===== src/rtl/opcodes.sv =====
// Shared ISA types for the memory pipeline: opcodes, instruction word, register type and helpers.
package opcodes;

    localparam int unsigned XLEN      = 32;
    localparam int unsigned BE_W      = XLEN / 8;
    localparam int unsigned ERR_CNT_W = 3;

    typedef logic [XLEN-1:0] register_t;

    typedef enum logic [5:0] {
        OP_NOP = 6'h00,
        OP_ADD = 6'h01,
        OP_SUB = 6'h02,
        OP_AND = 6'h03,
        OP_OR  = 6'h04,
        M_LB   = 6'h10,
        M_LH   = 6'h11,
        M_LW   = 6'h12,
        M_SB   = 6'h18,
        M_SH   = 6'h19,
        M_SW   = 6'h1a
    } opcode_t;

    typedef struct packed {
        opcode_t     opcode;
        logic [4:0]  rd;
        logic [4:0]  rs1;
        logic [4:0]  rs2;
        logic [10:0] imm;
    } instruction_t;

    typedef enum logic [1:0] {
        IDLE   = 2'd0,
        ACCESS = 2'd1,
        DONE   = 2'd2
    } mem_state_t;

    function automatic instruction_t encode_rtype(opcode_t op, logic [4:0] rd,
                                                  logic [4:0] rs1, logic [4:0] rs2);
        return '{opcode: op, rd: rd, rs1: rs1, rs2: rs2, imm: '0};
    endfunction

    function automatic string print_opcode(opcode_t op);
        return op.name();
    endfunction

    function automatic logic is_mem_op(opcode_t op);
        return op inside {M_LB, M_LH, M_LW, M_SB, M_SH, M_SW};
    endfunction

    function automatic logic is_store(opcode_t op);
        return op inside {M_SB, M_SH, M_SW};
    endfunction

    // Halfword accesses drop bit 0, word accesses drop bits 1:0.
    function automatic register_t align_addr(opcode_t op, register_t ea);
        case (op)
            M_LH, M_SH: return {ea[XLEN-1:1], 1'b0};
            M_LW, M_SW: return {ea[XLEN-1:2], 2'b00};
            default:    return ea;
        endcase
    endfunction

endpackage


===== src/rtl/mem_lane_align.sv =====
// Byte-lane steering for stores and lane select plus sign extension for loads.
module mem_lane_align
    import opcodes::*;
(
    input  opcode_t         op,
    input  logic [1:0]      lane,
    input  register_t       store_data,
    input  register_t       read_data,
    output logic [BE_W-1:0] byte_en_c,
    output register_t       write_data_c,
    output register_t       load_data_c
);

    logic [7:0]  rd_byte;
    logic [15:0] rd_half;

    always_comb begin
        byte_en_c    = '0;
        write_data_c = '0;
        load_data_c  = '0;
        rd_byte      = read_data[{lane, 3'b000} +: 8];
        rd_half      = lane[1] ? read_data[31:16] : read_data[15:0];
        case (op)
            M_SB: begin
                byte_en_c    = BE_W'(1) << lane;
                write_data_c = {4{store_data[7:0]}};
            end
            M_SH: begin
                byte_en_c    = lane[1] ? 4'b1100 : 4'b0011;
                write_data_c = {2{store_data[15:0]}};
            end
            M_SW: begin
                byte_en_c    = 4'b1111;
                write_data_c = store_data;
            end
            M_LB:    load_data_c = {{24{rd_byte[7]}}, rd_byte};
            M_LH:    load_data_c = {{16{rd_half[15]}}, rd_half};
            M_LW:    load_data_c = read_data;
            default: ;
        endcase
    end

endmodule


===== src/rtl/memory_ctrl.sv =====
// Load/store unit: one outstanding access, IDLE -> ACCESS (wait ack) -> DONE (result pulse).
module memory_ctrl
    import opcodes::*;
#(
    parameter int random_errors = 0
) (
    input  logic            clk,
    input  logic            rst,
    input  instruction_t    instr,
    input  register_t       op1,
    input  register_t       op2,
    input  register_t       op3,
    input  logic            enable,
    output register_t       result,
    output logic            result_valid,
    output logic [31:0]     address,
    output logic            read_enable,
    input  logic [31:0]     read_data,
    input  logic            read_ack,
    output logic            write_enable,
    output logic [BE_W-1:0] write_byte_enable,
    output logic [31:0]     write_data,
    input  logic            write_ack
);

    mem_state_t             state, state_d;
    opcode_t                op_q, op_d;
    register_t              load_q, load_d;
    logic [ERR_CNT_W-1:0]   err_cnt, err_cnt_d;
    register_t              result_d, address_d, write_data_d;
    logic                   valid_d, read_en_d, write_en_d;
    logic [BE_W-1:0]        wbe_d;

    register_t              ea_c, addr_c, load_val;
    logic                   start_c, ack_c;
    opcode_t                lane_op;
    logic [1:0]             lane;
    logic [BE_W-1:0]        lane_be;
    register_t              lane_wdata, lane_load;
    logic                   unused_instr;

    assign unused_instr = ^{instr.rd, instr.rs1, instr.rs2, instr.imm};
    assign ea_c         = op1 + op2;
    assign addr_c       = align_addr(instr.opcode, ea_c);
    assign start_c      = enable && is_mem_op(instr.opcode);
    assign ack_c        = (read_enable && read_ack) || (write_enable && write_ack);

    // Stores are steered from live inputs at launch; loads from the captured access at ack.
    assign lane_op = (state == IDLE) ? instr.opcode : op_q;
    assign lane    = (state == IDLE) ? addr_c[1:0]  : address[1:0];

    mem_lane_align u_align (
        .op           (lane_op),
        .lane         (lane),
        .store_data   (op3),
        .read_data    (read_data),
        .byte_en_c    (lane_be),
        .write_data_c (lane_wdata),
        .load_data_c  (lane_load)
    );

    always_ff @(posedge clk or negedge rst) begin
        if (!rst) begin
            state             <= IDLE;
            op_q              <= OP_NOP;
            load_q            <= '0;
            err_cnt           <= '0;
            result            <= '0;
            result_valid      <= 1'b0;
            address           <= '0;
            read_enable       <= 1'b0;
            write_enable      <= 1'b0;
            write_byte_enable <= '0;
            write_data        <= '0;
        end else begin
            state             <= state_d;
            op_q              <= op_d;
            load_q            <= load_d;
            err_cnt           <= err_cnt_d;
            result            <= result_d;
            result_valid      <= valid_d;
            address           <= address_d;
            read_enable       <= read_en_d;
            write_enable      <= write_en_d;
            write_byte_enable <= wbe_d;
            write_data        <= write_data_d;
        end
    end

    always_comb begin
        state_d      = state;
        op_d         = op_q;
        load_d       = load_q;
        err_cnt_d    = err_cnt;
        result_d     = result;
        valid_d      = 1'b0;
        address_d    = address;
        read_en_d    = read_enable;
        write_en_d   = write_enable;
        wbe_d        = write_byte_enable;
        write_data_d = write_data;
        load_val     = lane_load;
        if (random_errors != 0 && err_cnt == '1) load_val[0] = ~load_val[0];

        case (state)
            IDLE: begin
                if (start_c) begin
                    state_d   = ACCESS;
                    op_d      = instr.opcode;
                    address_d = addr_c;
                    if (is_store(instr.opcode)) begin
                        write_en_d   = 1'b1;
                        wbe_d        = lane_be;
                        write_data_d = lane_wdata;
                    end else begin
                        read_en_d = 1'b1;
                    end
                end
            end
            ACCESS: begin
                if (ack_c) begin
                    state_d    = DONE;
                    valid_d    = 1'b1;
                    read_en_d  = 1'b0;
                    write_en_d = 1'b0;
                    wbe_d      = '0;
                    if (read_enable) begin
                        result_d  = load_val;
                        load_d    = load_val;
                        err_cnt_d = err_cnt + ERR_CNT_W'(1);
                    end else begin
                        result_d = '0;
                    end
                end
            end
            DONE: begin
                // Store pulses show zero; afterwards result reverts to the last load.
                state_d  = IDLE;
                result_d = load_q;
            end
            default: state_d = IDLE;
        endcase
    end

endmodule


===== config.mk =====
export PLATFORM = sky130hd
export DESIGN_NAME = memory_ctrl
export DESIGN_NICKNAME = d
export VERILOG_FILES = /design/src/rtl/opcodes.sv /design/src/rtl/mem_lane_align.sv /design/src/rtl/memory_ctrl.sv
export SDC_FILE = /design/constraint.sdc
export NUM_CORES = 1
export LEC_CHECK = 0
export BUFFER_PORTS_ARGS = -buffer_cell sky130_fd_sc_hd__buf_2
export CORE_ASPECT_RATIO = 0.75
export CORE_MARGIN = 1
export CORE_UTILIZATION = 56
export CTS_CLUSTER_DIAMETER = 30
export CTS_CLUSTER_SIZE = 14
export DETAILED_ROUTE_END_ITERATION = 16
export PLACE_DENSITY = 0.88
export RECOVER_POWER = 25
export SYNTH_ARGS = -nofsm -noshare
export SYNTH_HDL_FRONTEND = slang
export SYNTH_HIERARCHICAL = 1
export SYNTH_SLANG_ARGS = --single-unit

===== constraint.sdc =====
create_clock -name clk -period 7.8 [get_ports clk]
set_clock_uncertainty 0.1 [all_clocks]
set_input_delay 1.95 -clock clk [delete_from_list [all_inputs] [get_ports clk]]
set_output_delay 1.95 -clock clk [all_outputs]
set_load 0.05 [all_outputs]

# Word level (Yosys, flattened, before mapping)
# Cells that the tools add are included.
# totals
mem_bits_ro	0
elab_cells	76
latch_bits	0
mem_count	0
output_inout_bits	103
register_bits	143
inputBits	165
ramBits	0
# classes
n_mux	27
n_reduce_logical	18
div	0
n_bitwise	0
n_eq_ne	18
n_mul	0
magnitude_cmp	0
n_shift	2
n_addsub	1
# op_table
op	n
$pmux W32 S3	2
$eq A6 B5 Y1 const B	12
$mux W32	2
$pmux W32 S2	1
$add A32 B32 Y32	1
$shiftx A32 B6 Y8	1
$mux W16	1
$mux W4	4
$pmux W4 S3	1
$pmux W2 S2	2
$pmux W4 S2	1
$reduce_and A4 Y1	2
$mux W1	7
$mux W2	3
$mux W6	1
$ne A2 B2 Y1 const B	3
$reduce_and A2 Y1	3
$reduce_and A3 Y1	2
$reduce_bool A6 Y1	1
$pmux W1 S2	2
$reduce_bool A2 Y1	2
$reduce_or A2 Y1	2
$shl A1 B2 Y4 const A	1
$logic_and A1 B1 Y1	3
other kinds (6)	6

# Depth between registers and ports, before layout
# logic_depth
word_depth	9
ltp_mapped	13
ltp_nobuf	10

# Modules after synthesis
# The synthesis kept the hierarchy.
# by_module_without_submodules
module	cells_each	area_per_inst_um2	seq_area_each_um2	n_inst
memory_ctrl	839	7402.1	3578.4	1
mem_lane_align	166	1337.5	0.0	1

# Worst setup path after synthesis
# Ideal clock, no wire load.
# synth_timing
path_type	input to register
start	input port op1[0]
end	register result[12]
path_buffers	2
setup_slack_ns	3.151
t_arrival_ns	4.423
stages	12
setup_ns	0.126
cell_sequence	ha_1 inv_1 fa_1 nor2_1 mux2_2 buf_6 mux4_2 and3_4 buf_6 a221o_1 a221oi_1 nor2_1
# synth_via
elab_chain_cells	8
word_cells_on_any_way	9
cone_classes	add/sub (1); shift (1); mux (7)
# synth_rtl
element	line_no	source
from (decl)	memory_ctrl.sv:10	input register_t op1,
$add A32 B32 Y32 (*)	memory_ctrl.sv:43	assign ea_c = op1 + op2;
$pmux W2 S2 (*)	opcodes.sv:57	case (op)
$mux W2 (*)	memory_ctrl.sv:50	assign lane = (state == IDLE) ? addr_c[1:0] : address[1:0];
named net lane[1]	memory_ctrl.sv:37	logic [1:0] lane;
$shiftx A32 B6 Y8 / $mux W16 (equally long branches)	mem_lane_align.sv:21, mem_lane_align.sv:22	
$pmux W32 S3 (*)	mem_lane_align.sv:23	case (op)
named net lane_load[12]	memory_ctrl.sv:39	register_t lane_wdata, lane_load;
$mux W32 (*)	memory_ctrl.sv:127	if (read_enable) begin
$mux W32 (*)	memory_ctrl.sv:121	if (ack_c) begin
$pmux W32 S2 (*)	memory_ctrl.sv:105	case (state)
to (signal assigned)	memory_ctrl.sv:80	result <= result_d;
to (decl)	memory_ctrl.sv:14	output register_t result,
# Mark *: on every way through the listed nets, which the timed path passes. The rest lies on a longest branch. The select of a mux whose other input is x is not followed.
# A chain may end at the register's enable or synchronous reset.

==> metrics.yaml <==
sta:
  drv_slew: 134
  fin_crit_sh_pct: 66.8
  rsz0062_at_grt: "no"
  setup_viol: 0
  setup_ws_ns: 2.59
  tightest_slew_ns: 3.48
  min_period_ns: 5.21
  max_clock_freq_mhz: 192
  hold_viol: 0
  relSlewSlack_pct: -132
  finalSetupTns_ns: 0
synth:
  yosysTopAreaCellShare_pct: 40.9
  synth_edf_count: 0
  synthDistinctLibCells: 69
  synthFlopType: "dfrtp_1"
  synth_top_cell_by_area: "dfrtp_1"
  syn_inst: 1005
  synthTopCellsByArea: "dfrtp_1 41%, nand2_1 13%, ha_1 4.4%"
  yosys_warnings: 6
  yosysMostFrequentCell: "nand2_1"
  synthArstFlopShare_pct: 100
  synth_area_um2: 8740
  yosysSeqAreaShare_pct: 40.9
  yosys_register_bits: 143
  synth_nets: 1202
  synth_common_cells: "294 x nand2_1, 143 x dfrtp_1, 58 x nor2_1"
  avgSynthCellArea_um2: 8.70
worst_hold_path:
  hp-class: "reg -> reg"
clock_network:
  worstSkewPairLatency_ns: 0.42
  clock-root-buffer: "clkbuf_16"
  clockBufferDepth: 2
  cts_num_sinks: 143
  hold_buffers: 0
  ctsResizeCount: 0
  h-tree-depth: 4
  postCtsSetupBuffers: 0
  cts_inserted_buffers: 17
  path_clk_slew_ns: 0.06
  cts_tree: "yes"
floorplan:
  initial_core_util_pct: 57.4
  die-area_um2: 16100
  dieHeight_um: 110
  design.core.area_um2: 15200
  die_w_um: 146
  ios: 268
  core.rowCount: 39
drt:
  routed_wl_um: 24600
  remaining_drc_errors: 0
  drt_iter0_markers: 780
  wl_per_cell_um: 17.2
  routed_via_density: 5.93
  routed-via-count: 8490
  ant_nets: 0
  dr.pass1.iters: 6
layout:
  fillCellCount: 1210
  postLayoutCoreUtil_pct: 69.1
  drive_gt1_share_pct: 24.2
  num_antenna_cells: 0
  multi_input_area_um2: 4790
  area_growth_pct: 20.3
  finalNetCount: 1412
  register_area_um2: 3580
job:
  maxCapViolCount: 2
grt:
  grt_pass1_vias: 7438
  antenna_found_initial: 0
  grt_overflow_total: 0
  grt_pass1_wl_um: 38000
  grtUsageTotal_pct: 30.1
  grt_max_degree: 82
power:
  power.leakage_nw: 5.49
  totalPowerFinal_mw: 1.82
  p_per_area_nw_per_um2: 173
  ir_drop_mv: 0.132
place:
  dp_slack_ns: 2.34
  hpwlAfterDp_um: 17700
  place_congestion: 0.918
  port_buffers: 241
setup_path:
  critical_path.max_stage_delay_ns: 2.40
  critPathKind: "in -> async"
  cp-start-kind: "primary input"
  crit_arrival_ns: 5.51
  cp_top_family: "buffers and inverters"
  worst-path-max-fanout: 81
  required_ns: 8.10
  cp_cell_sequence: "clkbuf_1, buf_4"
  cpMaxStageDelayCell: "clkbuf_1"
  worstSetupEndpointType: "asynchronous set/reset pin"
  crit_buf_inv: 2
outcome:
  violations: "max-capacitance violations, max-slew violations"
  status: "finished, violations left"
-- state kept, by name, summed over array words and instances, names as in the netlist --
name / flops
write_data: 32
address: 32
result_valid: 1
write_byte_enable: 4
write_enable: 1
op_q: 6
load_q: 32
read_enable: 1
state: 2
result: 32
-- layout make-up --
type                            count  area share [%]
Multi-Input combinational cell    794            45.6
Clock inverter                     11            1.56
Inverter                            9           0.321
Tap cell                          205            2.44
Clock buffer                       20            4.34
Sequential cell                   143            34.0
Timing Repair Buffer              250            11.7
-- logic make-up (layout without fill, tap and decap cells) --
logic type	Yosys count	count (layout)	synth area share, %
mux	39	39	5.94
buf+inv	68	290	4.39
xor+xnor	22	22	2.20
simple gates	494	494	24.7
compound gates	207	207	17.2
fa+ha+maj	32	32	4.67
flops	143	143	40.9
-- power breakdown --
part	internal, mW	switching (mW)	leakage (nW)
sequential	0.742	0	1.84
clock	0.548	0.312	0.302
combinational	0.0924	0.128	3.35
-- layer usage --
metal  GRT usage (%)  share of wire, %  wire length, um
met2            48.2                46            11400
met1            40.5                43            10500
met4            9.23               2.2              529
met3            7.90               8.8             2160
met5               0                 0                0
-- path summary, 6_finish.rpt --
| kind | cells after the start | end | slack [ns] | startpoint |
|---|---|---|---|---|
| max reg2reg | 7 | result[16] | 3.93 | state[0] |
| max in group clk | 11 | result[16] | 2.67 | op1[0] |
| min | 2 | write_data[13] | 0.37 | write_data[13] |
| min in group asynchronous | 1 | address[7] | 2.60 | rst |
| min reg2reg | 2 | write_data[13] | 0.37 | write_data[13] |
| max | 2 | load_q[4] | 2.59 | rst |
-- worst register-to-register path: cells and delay by family, from the launching register on --
kind / cells / cell delay (ns)
flops: 1 / 0.44
mux: 2 / 1.44
compound gates: 1 / 0.32
simple gates: 4 / 1.46
-- stage by stage --
step	instance area [um^2]	cells	hold slack [ns]
2_1_floorplan	8740	1005	0.330
3_5_place_dp	9940	1401	0.357
5_1_grt	10500	1432	0.394
4_1_cts	10600	1432	0.372
3_3_place_gp	9940	1401	0.345
6_report	10500	1432	0.371
-- cell usage in the layout (no fill, tap or decap), types with 4 or more instances in the layout --
cell type / count
nand4_1: 10
nor2b_1: 7
o21a_1: 5
bufinv_16: 4
a221oi_1: 4
nand3_1: 55
mux2_2: 23
a31oi_1: 13
nor2_1: 57
a221o_1: 18
mux2i_1: 8
xnor2_1: 12
nand2b_1: 11
o31ai_1: 5
a22o_1: 22
nor3_1: 15
ha_1: 31
clkbuf_16: 17
xor2_1: 10
mux4_2: 8
a21o_1: 16
o21ai_0: 40
dfrtp_1: 143
o2bb2ai_1: 8
buf_2: 210
nand2_1: 294
and3_1: 13
clkinv_2: 4
a21oi_1: 41
and2_1: 14
clkbuf_1: 33
inv_1: 9
buf_4: 8
No activity file was read; power rests on OpenSTA's default activity.
